[config.mk]
export PLATFORM = sky130hd
export DESIGN_NAME = imm_ext_arbiter_flat
export DESIGN_NICKNAME = d
export VERILOG_FILES = /design/src/rtl/imm_ext_arbiter_if.sv /design/src/rtl/imm_ext_arbiter.sv /design/src/flat_wrapper.sv
export SDC_FILE = /design/constraint.sdc
export NUM_CORES = 1
export LEC_CHECK = 0
export ABC_AREA = 1
export BUFFER_PORTS_ARGS = -buffer_cell sky130_fd_sc_hd__buf_2
export CORE_ASPECT_RATIO = 1.25
export CORE_MARGIN = 4
export CORE_UTILIZATION = 52
export DETAILED_ROUTE_END_ITERATION = 10
export PLACE_DENSITY = 0.95
export SYNTH_ARGS = -nofsm -noshare
export SYNTH_HDL_FRONTEND = slang
export SYNTH_SLANG_ARGS = --single-unit
[constraint.sdc]
create_clock -name clk -period 3.31 [get_ports clk]
set_input_delay 0.331 -clock clk [delete_from_list [all_inputs] [get_ports clk]]
set_output_delay 0.331 -clock clk [all_outputs]
set_load 0.05 [all_outputs]
[src/rtl/imm_ext_arbiter_if.sv]
// Bundle of the two requester channels and the result channel of the immediate-extension arbiter.
// The master modport is the environment side, and the slave modport is the arbiter side.
interface imm_ext_arbiter_if;
  logic        req0_valid;
  logic [11:0] req0_imm;
  logic [1:0]  req0_mode;
  logic        req0_ready;
  logic        req1_valid;
  logic [11:0] req1_imm;
  logic [1:0]  req1_mode;
  logic        req1_ready;
  logic        out_valid;
  logic [15:0] out_data;
  logic        out_id;
  logic        out_ready;

  modport master (
    output req0_valid, req0_imm, req0_mode,
    input  req0_ready,
    output req1_valid, req1_imm, req1_mode,
    input  req1_ready,
    input  out_valid, out_data, out_id,
    output out_ready
  );

  modport slave (
    input  req0_valid, req0_imm, req0_mode,
    output req0_ready,
    input  req1_valid, req1_imm, req1_mode,
    output req1_ready,
    output out_valid, out_data, out_id,
    input  out_ready
  );
endinterface

[src/rtl/imm_ext_arbiter.sv]
// Round-robin arbiter between two requesters that extends a 12-bit immediate to 16 bits.
// The result goes into a single output register that can be drained and refilled in the same cycle.
module imm_ext_arbiter (
  input  logic                 clk,
  input  logic                 reset,
  imm_ext_arbiter_if.slave     bus
);

  typedef enum logic {ST_EMPTY = 1'b0, ST_FULL = 1'b1} state_t;

  state_t      r_state;
  logic [15:0] r_out_data;
  logic        r_out_id;
  logic        r_last_grant;

  logic [11:0] w_imm   [2];
  logic [1:0]  w_mode  [2];
  logic [15:0] w_ext   [2];
  logic [1:0]  w_valid;
  logic [1:0]  w_ready;
  logic        w_can_accept;
  logic        w_grant_id;
  logic        w_xfer;

  function automatic logic [15:0] ext_imm(input logic [11:0] imm, input logic [1:0] mode);
    case (mode)
      2'b00:   ext_imm = {{4{imm[11]}}, imm};
      2'b01:   ext_imm = {4'h0, imm};
      2'b10:   ext_imm = {{8{imm[7]}}, imm[7:0]};
      default: ext_imm = {imm, 4'h0};
    endcase
  endfunction

  assign w_imm[0]   = bus.req0_imm;
  assign w_imm[1]   = bus.req1_imm;
  assign w_mode[0]  = bus.req0_mode;
  assign w_mode[1]  = bus.req1_mode;
  assign w_valid    = {bus.req1_valid, bus.req0_valid};

  // Ready is gated by reset so that nothing can transfer while reset is held.
  assign w_can_accept = !reset && ((r_state == ST_EMPTY) || bus.out_ready);

  // If both requesters are valid, the one that was not served last wins.
  assign w_grant_id = (&w_valid) ? ~r_last_grant : w_valid[1];

  genvar gi;
  generate
    for (gi = 0; gi < 2; gi++) begin : g_req
      assign w_ext[gi]   = ext_imm(w_imm[gi], w_mode[gi]);
      assign w_ready[gi] = w_can_accept && w_valid[gi] && (w_grant_id == 1'(gi));
    end
  endgenerate

  assign w_xfer = |w_ready;

  assign bus.req0_ready = w_ready[0];
  assign bus.req1_ready = w_ready[1];
  assign bus.out_valid  = (r_state == ST_FULL);
  assign bus.out_data   = r_out_data;
  assign bus.out_id     = r_out_id;

  always_ff @(posedge clk) begin
    if (reset) begin
      r_state      <= ST_EMPTY;
      r_out_data   <= 16'h0000;
      r_out_id     <= 1'b0;
      r_last_grant <= 1'b1;
    end else begin
      case (r_state)
        ST_EMPTY: begin
          if (w_xfer) begin
            r_state      <= ST_FULL;
            r_out_data   <= w_ext[w_grant_id];
            r_out_id     <= w_grant_id;
            r_last_grant <= w_grant_id;
          end
        end
        default: begin
          if (w_xfer) begin
            r_state      <= ST_FULL;
            r_out_data   <= w_ext[w_grant_id];
            r_out_id     <= w_grant_id;
            r_last_grant <= w_grant_id;
          end else if (bus.out_ready) begin
            r_state <= ST_EMPTY;
          end
        end
      endcase
    end
  end

endmodule

[src/flat_wrapper.sv]
// flat-port wrapper written by rule: the top's interface ports become plain ports
module imm_ext_arbiter_flat 
  (clk, reset, bus_req0_valid, bus_req0_imm, bus_req0_mode, bus_req0_ready, bus_req1_valid, bus_req1_imm, bus_req1_mode, bus_req1_ready, bus_out_valid, bus_out_data, bus_out_id, bus_out_ready);
  imm_ext_arbiter_if bus_i ();
  input  logic clk;
  input  logic reset;
  input wire logic [$bits(bus_i.req0_valid)-1:0] bus_req0_valid;
  input wire logic [$bits(bus_i.req0_imm)-1:0] bus_req0_imm;
  input wire logic [$bits(bus_i.req0_mode)-1:0] bus_req0_mode;
  output wire logic [$bits(bus_i.req0_ready)-1:0] bus_req0_ready;
  input wire logic [$bits(bus_i.req1_valid)-1:0] bus_req1_valid;
  input wire logic [$bits(bus_i.req1_imm)-1:0] bus_req1_imm;
  input wire logic [$bits(bus_i.req1_mode)-1:0] bus_req1_mode;
  output wire logic [$bits(bus_i.req1_ready)-1:0] bus_req1_ready;
  output wire logic [$bits(bus_i.out_valid)-1:0] bus_out_valid;
  output wire logic [$bits(bus_i.out_data)-1:0] bus_out_data;
  output wire logic [$bits(bus_i.out_id)-1:0] bus_out_id;
  input wire logic [$bits(bus_i.out_ready)-1:0] bus_out_ready;
  assign bus_i.req0_valid = bus_req0_valid;
  assign bus_i.req0_imm = bus_req0_imm;
  assign bus_i.req0_mode = bus_req0_mode;
  assign bus_req0_ready = bus_i.req0_ready;
  assign bus_i.req1_valid = bus_req1_valid;
  assign bus_i.req1_imm = bus_req1_imm;
  assign bus_i.req1_mode = bus_req1_mode;
  assign bus_req1_ready = bus_i.req1_ready;
  assign bus_out_valid = bus_i.out_valid;
  assign bus_out_data = bus_i.out_data;
  assign bus_out_id = bus_i.out_id;
  assign bus_i.out_ready = bus_out_ready;
  imm_ext_arbiter u_core (.clk(clk), .reset(reset), .bus(bus_i));
endmodule
After elaboration in Yosys (flattened, before gate mapping). Cells that the tools add are included.

Register bits: 19. Input bits: 33. Output and inout bits: 20. Logic and storage cells: 34.

$lt $le $gt $ge: 1. Equal/unequal tests: 4. Mux-type cells: 10. Bitwise logic cells: 4. Reduce and logical (&&, ||, !) cells: 11.

Operators by type and width (number): 16-bit one-hot mux with 3 select lines (2); 16-bit 2-to-1 mux (3); 1-bit logical AND (5); 1-bit 2-to-1 mux (5); 2-bit by 1-bit == test with 1-bit output (second input constant) (2); 2-bit == test (second input constant) (2); 2-bit zero test (2); 1-bit inverter (3); 2-bit greater-or-equal comparator (second input constant) (1); 1-bit inverter with 2-bit output (1); 2-bit AND reduction (1); 2-bit OR reduction (1); 1-bit zero test (1); 1-bit logical OR (1).

Logic depth before layout (Yosys ltp).
Depth in word-level cells: 8. Mapped depth: 8. Mapped depth without buffers: 7.

Worst setup path before layout. No wires, ideal clock.

Path kind: reg-to-output. From: register u_core.r_state (netlist: u_core.bus.out_valid). To: output bus_req0_ready. Arrival time: 1.630 ns. Required time: 2.979 ns. Setup slack: 1.349 ns. Stages on the path, launching flop included: 4. Path buffers: 0. Cells stage by stage: dfxtp_1 -> a21oi_1 -> nand2_1 -> nor2_1.

Word-level cells in the longest chain between the ends: 5.

Ends and longest elaborated chain: start, declared (line imm_ext_arbiter.sv:11) `state_t r_state;`; start signal, assigned (line imm_ext_arbiter.sv:64) `r_state <= ST_EMPTY;`; start signal, assigned (line imm_ext_arbiter.sv:72) `r_state <= ST_FULL;`; start signal, assigned (line imm_ext_arbiter.sv:80) `r_state <= ST_FULL;`; 1-bit inverter (line imm_ext_arbiter.sv:41) `assign w_can_accept = !reset && ((r_state == ST_EMPTY) || bus.out_ready);`; 1-bit logical OR (line imm_ext_arbiter.sv:41); 1-bit logical AND (line imm_ext_arbiter.sv:41); 1-bit logical AND (2 in series) (line imm_ext_arbiter.sv:50) `assign w_ready[gi] = w_can_accept && w_valid[gi] && (w_grant_id == 1'(gi));`; end, declared (line flat_wrapper.sv:10) `output wire logic [$bits(bus_i.req0_ready)-1:0] bus_req0_ready;`.

No other way between the ends.

Final worst setup path. Same ends and word-level chain as after synthesis.

==> impl_metrics.py <==
metrics = {
    "setup_path": {
        "r2r_start": "u_core.r_last_grant$_SDFFE_PP1P_",
        "crit_path_end_kind": "primary output",
        "worstPathCellList": "a21oi_1 > nand2_1 > nor2_1 > buf_2",
        "critPathBufInv": 1,
        "crit_fanout": 3,
        "worst_ep_required_time_ns": 2.98,
        "cp_top_family": "flip-flops",
        "arrival_ns": 1.52,
        "rrSetupSlack_ns": 1.58,
        "crit_slowest_cell": "dfxtp_1",
        "crit_type": "flip-flop to primary output",
        "r2r-end": "u_core.bus.out_data[12]$_SDFFE_PP0P_",
        "worstSetupStartpointType": "flip-flop",
        "worst-r2r-cell-count": 7,
        "critPathMaxStageDelay_ns": 0.33,
    },
    "power": {
        "p_per_area_mw_per_mm2": 380.9,
        "p_leak_uw": 0.001092,
        "power_uw": 629.6,
        "ir_drop_v": 0.0002336,
    },
    "grt": {
        "track_usage": 0.1992,
        "grt_pass1_vias": 1279,
        "grt_max_degree": 34,
        "gr-total-overflow": 0,
        "antenna_found_initial": 0,
        "grt_pass1_wl_um": 5292,
    },
    "sta": {
        "fmax_mhz": 540.3,
        "timing.slew.headroom": 0.4937,
        "whs_ns": 0.1974,
        "finClkSkew_ns": 0.002990,
        "fin_crit_ns": 1.851,
        "tightest_slew_ns": 0.7566,
        "post-route-period-util": 0.5591,
        "timing.setup.tns_ns": 0,
        "setup_viol": 0,
        "drv_slew": 0,
        "rsz0062_at_grt": "false",
        "hold_viol": 0,
    },
    "clock_network": {
        "path_clk_slew_ns": 0.11,
        "postCtsSetupBuffers": 0,
        "clk_latency_ns": 0.31,
        "clk_path_buf_depth": 2,
        "cts_root_buffer": "clkbuf_4",
        "cts_tree": "yes",
        "cts_hold_buffers": 0,
        "cts_sinks": 19,
        "cts_resized": 0,
        "cts_inserted_buffers": 3,
        "htree_levels": 1,
    },
    "detailed_routing": {
        "first_pass_iters": 4,
        "vias_per_cell": 4.582,
        "drtIter0Drc": 53,
        "drc": 0,
        "wl_um": 3344,
        "wl_per_cell_um": 9.778,
        "vias": 1567,
        "drtAntennaViolNets": 0,
    },
    "job": {
        "cap_violations": 0,
    },
    "worst_hold_path": {
        "hp-class": "primary input to flip-flop",
        "min_from": "reset",
        "whs_endpoint": "u_core.bus.out_valid$_SDFF_PP0_",
        "hold_depth": 2,
    },
    "floorplan": {
        "std_cell_rows": 20,
        "start_util": 0.5540,
        "die_w_um": 54.18,
        "die_h_um": 65.73,
        "core_area_mm2": 0.002502,
        "die_area_mm2": 0.003561,
        "io_pins": 53,
    },
    "final_layout": {
        "final_common_cell": "nand2_1",
        "stdcell_area_mm2": 0.001653,
        "areaGrowthSynthToFinish_pct": 19.22,
        "final_cell_mix": "nand2_1, buf_2, nor2_1",
        "num_antenna_cells": 0,
        "layout.nets": 343,
        "drive_above_1_share": 0.1909,
    },
    "yosys": {
        "syn_nets": 295,
        "syn_area_mm2": 0.001386,
        "synth_cells": 262,
        "ys_seq_elements": 19,
        "yosysWarnings": 0,
        "synth.distinct_cells": 13,
        "avgSynthCellArea_um2": 5.291,
        "seq_area_frac_synth": 0.2744,
    },
    "placement": {
        "dpl_cell_area_mm2": 0.001625,
        "hpwl_um": 2574,
        "io_buffers": 52,
        "gp_congestion": 0.8587,
    },
    "status": {
        "outcome": "finished, final reports clean",
    },
}
[per-stage QoR]
stage	setup slack (ns)	std cells	utilization
after floorplan	1.349	262	-
after global placement	1.497	338	0.6495
after detailed placement	1.439	338	0.6495
after CTS	1.458	342	0.6605
after global routing	1.324	342	0.6605
final	1.459	342	0.6605
[flip-flops by register name (all words and copies together), names as in the netlist]
signal and count:
u_core.bus.out_valid 1, u_core.bus.out_id 1, u_core.r_last_grant 1, u_core.bus.out_data 16
[how the worst max path moves through the flow]
stage | start | depth (start not counted) | to
5_1_grt | u_core.bus.out_valid$_SDFF_PP0_ | 4 | bus_req0_ready
2_1_floorplan | u_core.bus.out_valid$_SDFF_PP0_ | 3 | bus_req0_ready
3_5_place_dp | bus_req0_valid | 8 | u_core.bus.out_data[12]$_SDFFE_PP0P_
4_1_cts | u_core.bus.out_valid$_SDFF_PP0_ | 4 | bus_req0_ready
6_report | u_core.bus.out_valid$_SDFF_PP0_ | 4 | bus_req0_ready
3_3_place_gp | bus_req0_valid | 8 | u_core.bus.out_data[8]$_SDFFE_PP0P_
[metal layers]
metal  routed length, um  GRT usage  part of all wire
met4                  98     0.1090             0.029
met2                1588     0.3234              0.47
met5                   0          0                 0
met3                 226    0.02494             0.068
met1                1431     0.2458              0.43
[layout make-up]
type / instances / area [um^2]
clock buffers: 3 / 22.52
clock inverters: 1 / 5.005
fillers: 258 / 849.6
inverters: 46 / 175.2
multi-input cells: 188 / 768.2
flip-flops and latches: 19 / 380.4
well taps: 33 / 41.29
repair buffers: 52 / 260.3
[synth_stat cells]
master    instances  share of area
nand2_1         106           0.29
nor2_1           46           0.12
inv_1            44           0.12
nand3_1          28           0.10
dfxtp_1          19           0.27
a21oi_1           6          0.022
buf_2             5          0.018
buf_6             3          0.024
clkbuf_1          1         0.0027
clkinv_1          1         0.0027
inv_4             1         0.0045
nand2_4           1         0.0081
o21ai_4           1          0.012
[worst register-to-register path, delay by kind of cell (launching register included)]
kind | cells | cell delay, ns
DFF | 1 | 0.35
AOI/OAI and AO/OA | 1 | 0.60
and+or+nand+nor | 5 | 0.58
buffers and inverters | 1 | 0.09
[report_power, final]
group | switching [uW] | leakage (uW) | internal, uW | total [uW]
Combinational | 177 | 0.000917 | 71.5 | 249
Sequential | 8.79 | 0.000157 | 249 | 258
Clock | 77.7 | 0.0000177 | 45.2 | 123
Total | 264 | 0.00109 | 366 | 630
[logic make-up after synthesis]
logic type	Yosys count	share of synthesized area
and+or+nand+nor	181	0.5208
buffers and inverters	55	0.1715
DFF	19	0.2744
AOI/OAI and AO/OA	7	0.03340
Note: power is estimated with default switching activity, not from simulation.
